--- config.mk ---
export PLATFORM = sky130hd
export DESIGN_NAME = pim_activity_counter
export DESIGN_NICKNAME = d
export VERILOG_FILES = /design/src/rtl/pim_activity_counter.sv
export SDC_FILE = /design/constraint.sdc
export NUM_CORES = 1
export LEC_CHECK = 0
export CAP_MARGIN = 20
export CELL_PAD_IN_SITES_DETAIL_PLACEMENT = 1
export CELL_PAD_IN_SITES_GLOBAL_PLACEMENT = 1
export CORE_AREA = 2 2 250 252
export CTS_BUF_LIST = sky130_fd_sc_hd__clkbuf_4 sky130_fd_sc_hd__clkbuf_8
export DETAILED_ROUTE_END_ITERATION = 10
export DIE_AREA = 0 0 252 254
export GPL_TIMING_DRIVEN = 0
export HOLD_SLACK_MARGIN = 0.08
export PLACE_DENSITY_LB_ADDON = 0.3
export SLEW_MARGIN = 10
export SYNTH_ARGS = -nofsm -noshare
export SYNTH_HDL_FRONTEND = slang
export SYNTH_SLANG_ARGS = --single-unit
--- constraint.sdc ---
create_clock -name clk -period 5.8 [get_ports clk]
set_clock_uncertainty 0.15 [all_clocks]
set_input_delay 0.87 -clock clk [delete_from_list [all_inputs] [get_ports clk]]
set_output_delay 0.87 -clock clk [all_outputs]
set_load 0.05 [all_outputs]
--- src/rtl/pim_activity_counter.sv ---
// Two-stage activity counter for PIM packet streams: classifies each accepted
// packet by its nonzero lanes and keeps saturating activity totals with snapshots.
module pim_activity_counter #(
    parameter int unsigned DATA_WIDTH = 512,
    parameter int unsigned LANE_WIDTH = 32,
    parameter int unsigned CNT_WIDTH  = 32
) (
    input  logic                  clk,
    input  logic                  rst,
    input  logic                  clear,
    input  logic                  enable,
    input  logic                  in_valid,
    output logic                  in_ready,
    input  logic [DATA_WIDTH-1:0] in_data,
    input  logic                  in_last,
    input  logic                  snap_req,
    input  logic                  snap_ack,
    output logic                  snap_valid,
    output logic [CNT_WIDTH-1:0]  active_cycles_out,
    output logic [CNT_WIDTH-1:0]  idle_cycles_out,
    output logic [CNT_WIDTH-1:0]  total_ops_out,
    output logic [CNT_WIDTH-1:0]  active_lanes_out,
    output logic                  sat_flag
);

    localparam int unsigned NUM_LANES = DATA_WIDTH / LANE_WIDTH;
    localparam int unsigned POP_WIDTH = $clog2(NUM_LANES + 1);
    localparam int unsigned SUM_WIDTH = ((CNT_WIDTH > POP_WIDTH) ? CNT_WIDTH : POP_WIDTH) + 1;
    localparam logic [CNT_WIDTH-1:0] CNT_MAX = '1;

    typedef enum logic [1:0] {
        IDLE  = 2'd0,
        COUNT = 2'd1,
        DRAIN = 2'd2,
        SNAP  = 2'd3
    } state_t;

    state_t state;

    logic                 accept_c;
    logic [NUM_LANES-1:0] lane_nz_c;
    logic [POP_WIDTH-1:0] pop_c;

    logic                 s1_valid;
    logic                 s1_last;
    logic [NUM_LANES-1:0] s1_flags;

    logic                 s2_valid;
    logic                 s2_last;
    logic                 s2_active;
    logic [POP_WIDTH-1:0] s2_pop;

    logic                 act_inc_c;
    logic                 idle_inc_c;
    logic                 ops_inc_c;
    logic [SUM_WIDTH-1:0] lanes_sum_c;
    logic                 lanes_ovf_c;
    logic                 sat_hit_c;

    assign in_ready = enable && (state == COUNT);
    assign accept_c = in_valid && in_ready;

    // Per-lane nonzero detection on the incoming payload
    always_comb begin
        lane_nz_c = '0;
        for (int i = 0; i < int'(NUM_LANES); i++) begin
            lane_nz_c[i] = |in_data[i*LANE_WIDTH +: LANE_WIDTH];
        end
    end

    always_comb begin
        pop_c = '0;
        for (int i = 0; i < int'(NUM_LANES); i++) begin
            pop_c = pop_c + POP_WIDTH'(s1_flags[i]);
        end
    end

    // Pipeline; clear drops whatever is in flight
    always_ff @(posedge clk or posedge rst) begin
        if (rst) begin
            s1_valid  <= 1'b0;
            s1_last   <= 1'b0;
            s1_flags  <= '0;
            s2_valid  <= 1'b0;
            s2_last   <= 1'b0;
            s2_active <= 1'b0;
            s2_pop    <= '0;
        end else begin
            s1_valid  <= accept_c && !clear;
            s1_last   <= in_last;
            s1_flags  <= lane_nz_c;
            s2_valid  <= s1_valid && !clear;
            s2_last   <= s1_last;
            s2_active <= |s1_flags;
            s2_pop    <= pop_c;
        end
    end

    // Increment requests and overflow detection for the retiring packet
    always_comb begin
        act_inc_c   = s2_valid && s2_active;
        idle_inc_c  = s2_valid && !s2_active;
        ops_inc_c   = s2_valid && s2_last;
        lanes_sum_c = SUM_WIDTH'(active_lanes_out) + SUM_WIDTH'(s2_pop);
        lanes_ovf_c = s2_valid && (lanes_sum_c > SUM_WIDTH'(CNT_MAX));
        sat_hit_c   = (act_inc_c  && (active_cycles_out == CNT_MAX))
                   || (idle_inc_c && (idle_cycles_out   == CNT_MAX))
                   || (ops_inc_c  && (total_ops_out     == CNT_MAX))
                   || lanes_ovf_c;
    end

    always_ff @(posedge clk or posedge rst) begin
        if (rst) begin
            active_cycles_out <= '0;
            idle_cycles_out   <= '0;
            total_ops_out     <= '0;
            active_lanes_out  <= '0;
            sat_flag          <= 1'b0;
        end else if (clear) begin
            active_cycles_out <= '0;
            idle_cycles_out   <= '0;
            total_ops_out     <= '0;
            active_lanes_out  <= '0;
            sat_flag          <= 1'b0;
        end else begin
            if (act_inc_c && (active_cycles_out != CNT_MAX)) begin
                active_cycles_out <= active_cycles_out + CNT_WIDTH'(1);
            end
            if (idle_inc_c && (idle_cycles_out != CNT_MAX)) begin
                idle_cycles_out <= idle_cycles_out + CNT_WIDTH'(1);
            end
            if (ops_inc_c && (total_ops_out != CNT_MAX)) begin
                total_ops_out <= total_ops_out + CNT_WIDTH'(1);
            end
            if (s2_valid) begin
                active_lanes_out <= lanes_ovf_c ? CNT_MAX : CNT_WIDTH'(lanes_sum_c);
            end
            sat_flag <= sat_flag | sat_hit_c;
        end
    end

    // Control FSM; snap_valid is registered alongside the SNAP state
    always_ff @(posedge clk or posedge rst) begin
        if (rst) begin
            state      <= IDLE;
            snap_valid <= 1'b0;
        end else begin
            case (state)
                IDLE: begin
                    if (enable) begin
                        state <= COUNT;
                    end
                end
                COUNT: begin
                    if (!enable) begin
                        state <= IDLE;
                    end else if (snap_req) begin
                        state <= DRAIN;
                    end
                end
                DRAIN: begin
                    if (!s1_valid && !s2_valid) begin
                        state      <= SNAP;
                        snap_valid <= 1'b1;
                    end
                end
                SNAP: begin
                    if (snap_ack) begin
                        state      <= enable ? COUNT : IDLE;
                        snap_valid <= 1'b0;
                    end
                end
                default: begin
                    state      <= IDLE;
                    snap_valid <= 1'b0;
                end
            endcase
        end
    end

endmodule

==> results by group <==
Worst setup path
  – Data required, critical path: 6090 ps
  – Worst Path Class, Setup: register to register
  – Category of the worst setup path launch point: register
  – Worst Path Max Fanout: 2
  – Number of cells on the worst reg-to-reg path: 11
  – Beginning of the worst register-to-register path: s1_flags[0]$_DFF_PP0_
  – Reg-to-reg slack, setup: 2170 ps
  – Category of the worst setup path capture point: register
  – Beginning of the critical path: s1_flags[0]$_DFF_PP0_
  – Endpoint of the most critical register-to-register path: s2_pop[4]$_DFF_PP0_
  – Data arrival, critical path: 3910 ps

Global route
  – Layer carrying the most global-route usage: met2
  – Global-route track usage on met2: 0.301
  – Via count of the first global-routing pass: 11900
  – Total GRT Usage: 0.170
  – Met3 Resource Use GR: 0.0498
  – Initial antenna violation count: 4
  – Met1 track demand over resource: 0.204
  – Maximum number of pins on one net before global-route repair: 95
  – First-pass GRT wire length: 79400 um
  – Global-route congestion overflow total: 0

Floorplan
  – Die X: 252 um
  – Core footprint: 0.0613 mm2
  – Die Y-Extent: 254 um
  – Placement Rows: 91
  – Full die area: 0.0640 mm2
  – Effective utilization at floorplan: 0.155
  – Number of placed I/O pins: 651

Yosys
  – Count of flip-flops with a built-in enable after synthesis: 0
  – Flip-flop and latch count after synthesis: 158
  – Number of distinct library cells after synthesis: 63
  – Share of the synthesized area in the top cell type: 0.418
  – Gate Count Post-Synth: 1032
  – Leading area contributor after synthesis: sky130_fd_sc_hd__dfrtp_1
  – Leading register cell type out of synthesis: sky130_fd_sc_hd__dfrtp_1
  – Total nets after synthesis: 1577
  – Total of warnings raised by yosys: 0
  – Cell area after synthesis: 0.00947 mm2
  – Synthesized area divided by synthesized cell count: 9.17 um2
  – Fraction of registers with async set or reset after synthesis: 1.00
  – Area contributors post-synth: sky130_fd_sc_hd__dfrtp_1 42%, sky130_fd_sc_hd__nor4_1 9.0%, sky130_fd_sc_hd__nand4_1 5.0%
  – Sequential cell area fraction in the yosys report: 0.418

CTS
  – Clock root buffer: sky130_fd_sc_hd__clkbuf_8
  – Clock net sink count: 158
  – H-tree levels: 4
  – # hold bufs at CTS: 0
  – CTS tree: built
  – Post-cts gate resize count: 0
  – Register clock-pin slew on the reported worst setup and hold paths: 90 ps
  – Clock insertion delay at the later pin of the skew report: 510 ps
  – Max Root-Sink Buffers: 2
  – Post-CTS setup repair buffer count: 0
  – Cts bufs inserted: 17

Drt
  – Residual antenna-violating net count after detailed routing: 0
  – Routed vias/inst: 4.39
  – Pre-antenna DRT Iters: 4
  – DRC violation count after routing: 0
  – Average wire per standard cell: 22.1 um
  – Drt first-iter violations: 445
  – Wire length after detailed routing: 55500 um
  – Overall via count from detail_route: 11000

Layout
  – Final nets: 2247
  – Layout area overhead: 83.9%
  – Share of post-route cells with drive strength above 1: 0.0478
  – Filler instances: 7137
  – Final cell area excluding filler cells: 0.0174 mm2
  – Finished Core Util: 0.284

Placed design
  – Global placement routability congestion: 0.933
  – Port Buffer Count: 649
  – Area after DPL: 0.0170 mm2
  – Final HPWL DP: 47800 um

Timing
  – Final Max Slew Viols: 0
  – Worst hold-check slack: 207 ps
  – Shortest clock period the worst path allows after layout: 3630 ps
  – Fin Setup TNS: 0 ps
  – Transition time at the pin with the least slew margin: 882 ps
  – Headroom to the max-slew limit: 0.412
  – Final setup violation count: 0
  – Maximum frequency from static timing analysis: 0.276 GHz
  – Post-route fraction of the period consumed by the critical path: 0.625
  – RSZ-0062 raised after global routing: no
  – Final Hold Viols: 0

Min path
  – Path class of the lowest-slack min-delay path: register to register
  – Hold Crit Depth: 0
  – Terminating pin of the worst hold path: s2_last$_DFF_PP0_
  – Startpoint of the lowest-slack hold path: s1_last$_DFF_PP0_

Pwr
  – Flop pwr share: 0.445
  – Gate power share: 0.209
  – Switching share of power: 0.266
  – Final total power: 2.54 mW
  – Largest voltage drop on the vdd net: 117 uV
  – Clock Power Share: 0.346
  – Pleak: 6.39 nW
  – Reported net switching power: 677 uW
  – Pwr Density: 146 mW/mm2
  – Cell-internal power: 1.86 mW

Job
  – Max-Cap Viols: 0

Status
  – Result of the run: finished clean
==> worst max-delay path by stage <==
stage,endpoint,cells past startpoint
detailed placement,s2_pop[4]$_DFF_PP0_,11
finish,s2_pop[4]$_DFF_PP0_,11
CTS,s2_pop[4]$_DFF_PP0_,11
global placement,s1_flags[3]$_DFF_PP0_,2
floorplan,asynchronous set/reset pin,1
global route,s2_pop[4]$_DFF_PP0_,11
==> sequential cells by signal, indices dropped and copies added, names as in the netlist, named ones only <==
register and count:
active_cycles_out 32, active_lanes_out 32, idle_cycles_out 32, s1_flags 16
s1_last 1, s1_valid 1, s2_active 1, s2_last 1
s2_pop 5, s2_valid 1, sat_flag 1, snap_valid 1
state 1, total_ops_out 32
==> cell families (layout without fill, tap and decap cells) <==
group / after synthesis / after routing / share of synthesized area
other: 0 / 5 / 0
buffers and inverters: 65 / 748 / 0.0268
flip-flops: 158 / 158 / 0.418
multiplexers: 13 / 13 / 0.0137
AND/OR/NAND/NOR: 583 / 583 / 0.347
AO/OA/AOI/OAI: 111 / 111 / 0.0822
adder cells (fa/ha/maj): 25 / 25 / 0.0418
XOR/XNOR: 77 / 77 / 0.0712
==> critical path, cell delays in order, from the launching register on <==
cell	delay, ps
sky130_fd_sc_hd__dfrtp_1	410
sky130_fd_sc_hd__fa_1	550
sky130_fd_sc_hd__inv_1	70
sky130_fd_sc_hd__fa_1	480
sky130_fd_sc_hd__fa_1	540
sky130_fd_sc_hd__fa_1	410
sky130_fd_sc_hd__inv_1	70
sky130_fd_sc_hd__ha_1	160
sky130_fd_sc_hd__inv_1	50
sky130_fd_sc_hd__fa_1	410
sky130_fd_sc_hd__nor2b_1	150
sky130_fd_sc_hd__o21a_1	120
==> metal layers <==
| metal | routed length, um | up-vias | part of all wire |
|---|---|---|---|
| met1 | 22500 | 5404 | 0.41 |
| met2 | 28000 | 341 | 0.50 |
| met4 | 510 | 4 | 0.0092 |
| li1 | - | 5236 | - |
| met5 | 26 | - | 0.00047 |
| met3 | 4430 | 32 | 0.080 |
==> layout make-up <==
cell class	instances	area (um2)	area share
Buffer	27	111	0.00639
Inverter	38	150	0.00862
Clock inverter	13	139	0.00798
Antenna cell	5	12.5	0.000718
Sequential cell	158	3950	0.227
Clock buffer	19	262	0.0150
Multi-Input combinational cell	809	5270	0.302
Tap cell	790	988	0.0568
Timing Repair Buffer	651	6530	0.375
==> cells in the mapped netlist, drive strengths merged (2+ instances only) <==
cell type and n:
dfrtp 158, nor4 142, nor2 125, nand4 78, nand2 55, nand3 52, xor2 51, inv 38
a21oi 30, and3 29, o21ai 28, xnor2 26, nor3 23, or2 22, clkbuf 21, ha 14
or3 14, and4 13, mux2i 13, and2 11, fa 11, a211oi 10, a311oi 9, nor2b 7
a31oi 6, buf 6, o211a 6, a21o 4, or4 4, o21a 3, a2111oi 2, a41oi 2
nand2b 2, nand4b 2, o2111ai 2, o211ai 2
==> metrics by stage <==
| stage | worst slack (ps) | cells |
|---|---|---|
| 6_report | 2170 | 2510 |
| 5_1_grt | 2000 | 2505 |
| 4_1_cts | 2160 | 2505 |
| 3_5_place_dp | 2200 | 2473 |
| 3_3_place_gp | -2320 | 2471 |
| 2_1_floorplan | 517 | 1032 |
==> power by group through the flow <==
| stage | clock network, mW | logic, mW | registers, mW |
|---|---|---|---|
| after global routing | 0.965 | 0.567 | 1.13 |
| final | 0.880 | 0.531 | 1.13 |
| after detailed placement | 0 | 0.536 | 1.15 |
| after floorplan | 0 | 0.0819 | 1.17 |
| after global placement | 0 | 0.525 | 1.15 |
| after CTS | 0.921 | 0.538 | 1.13 |
==> placed cells by master (no fill, tap or decap), types with 26 or more instances in the layout <==
master / n
sky130_fd_sc_hd__clkdlybuf4s50_1: 649
sky130_fd_sc_hd__o21ai_0: 27
sky130_fd_sc_hd__a21oi_1: 30
sky130_fd_sc_hd__nor4_1: 135
sky130_fd_sc_hd__dfrtp_1: 158
sky130_fd_sc_hd__nand4_1: 76
sky130_fd_sc_hd__nand3_1: 50
sky130_fd_sc_hd__inv_1: 37
sky130_fd_sc_hd__and3_1: 29
sky130_fd_sc_hd__xor2_1: 51
sky130_fd_sc_hd__nand2_1: 54
sky130_fd_sc_hd__xnor2_1: 26
sky130_fd_sc_hd__nor2_1: 125
No activity file was read; power rests on OpenSTA's default activity.
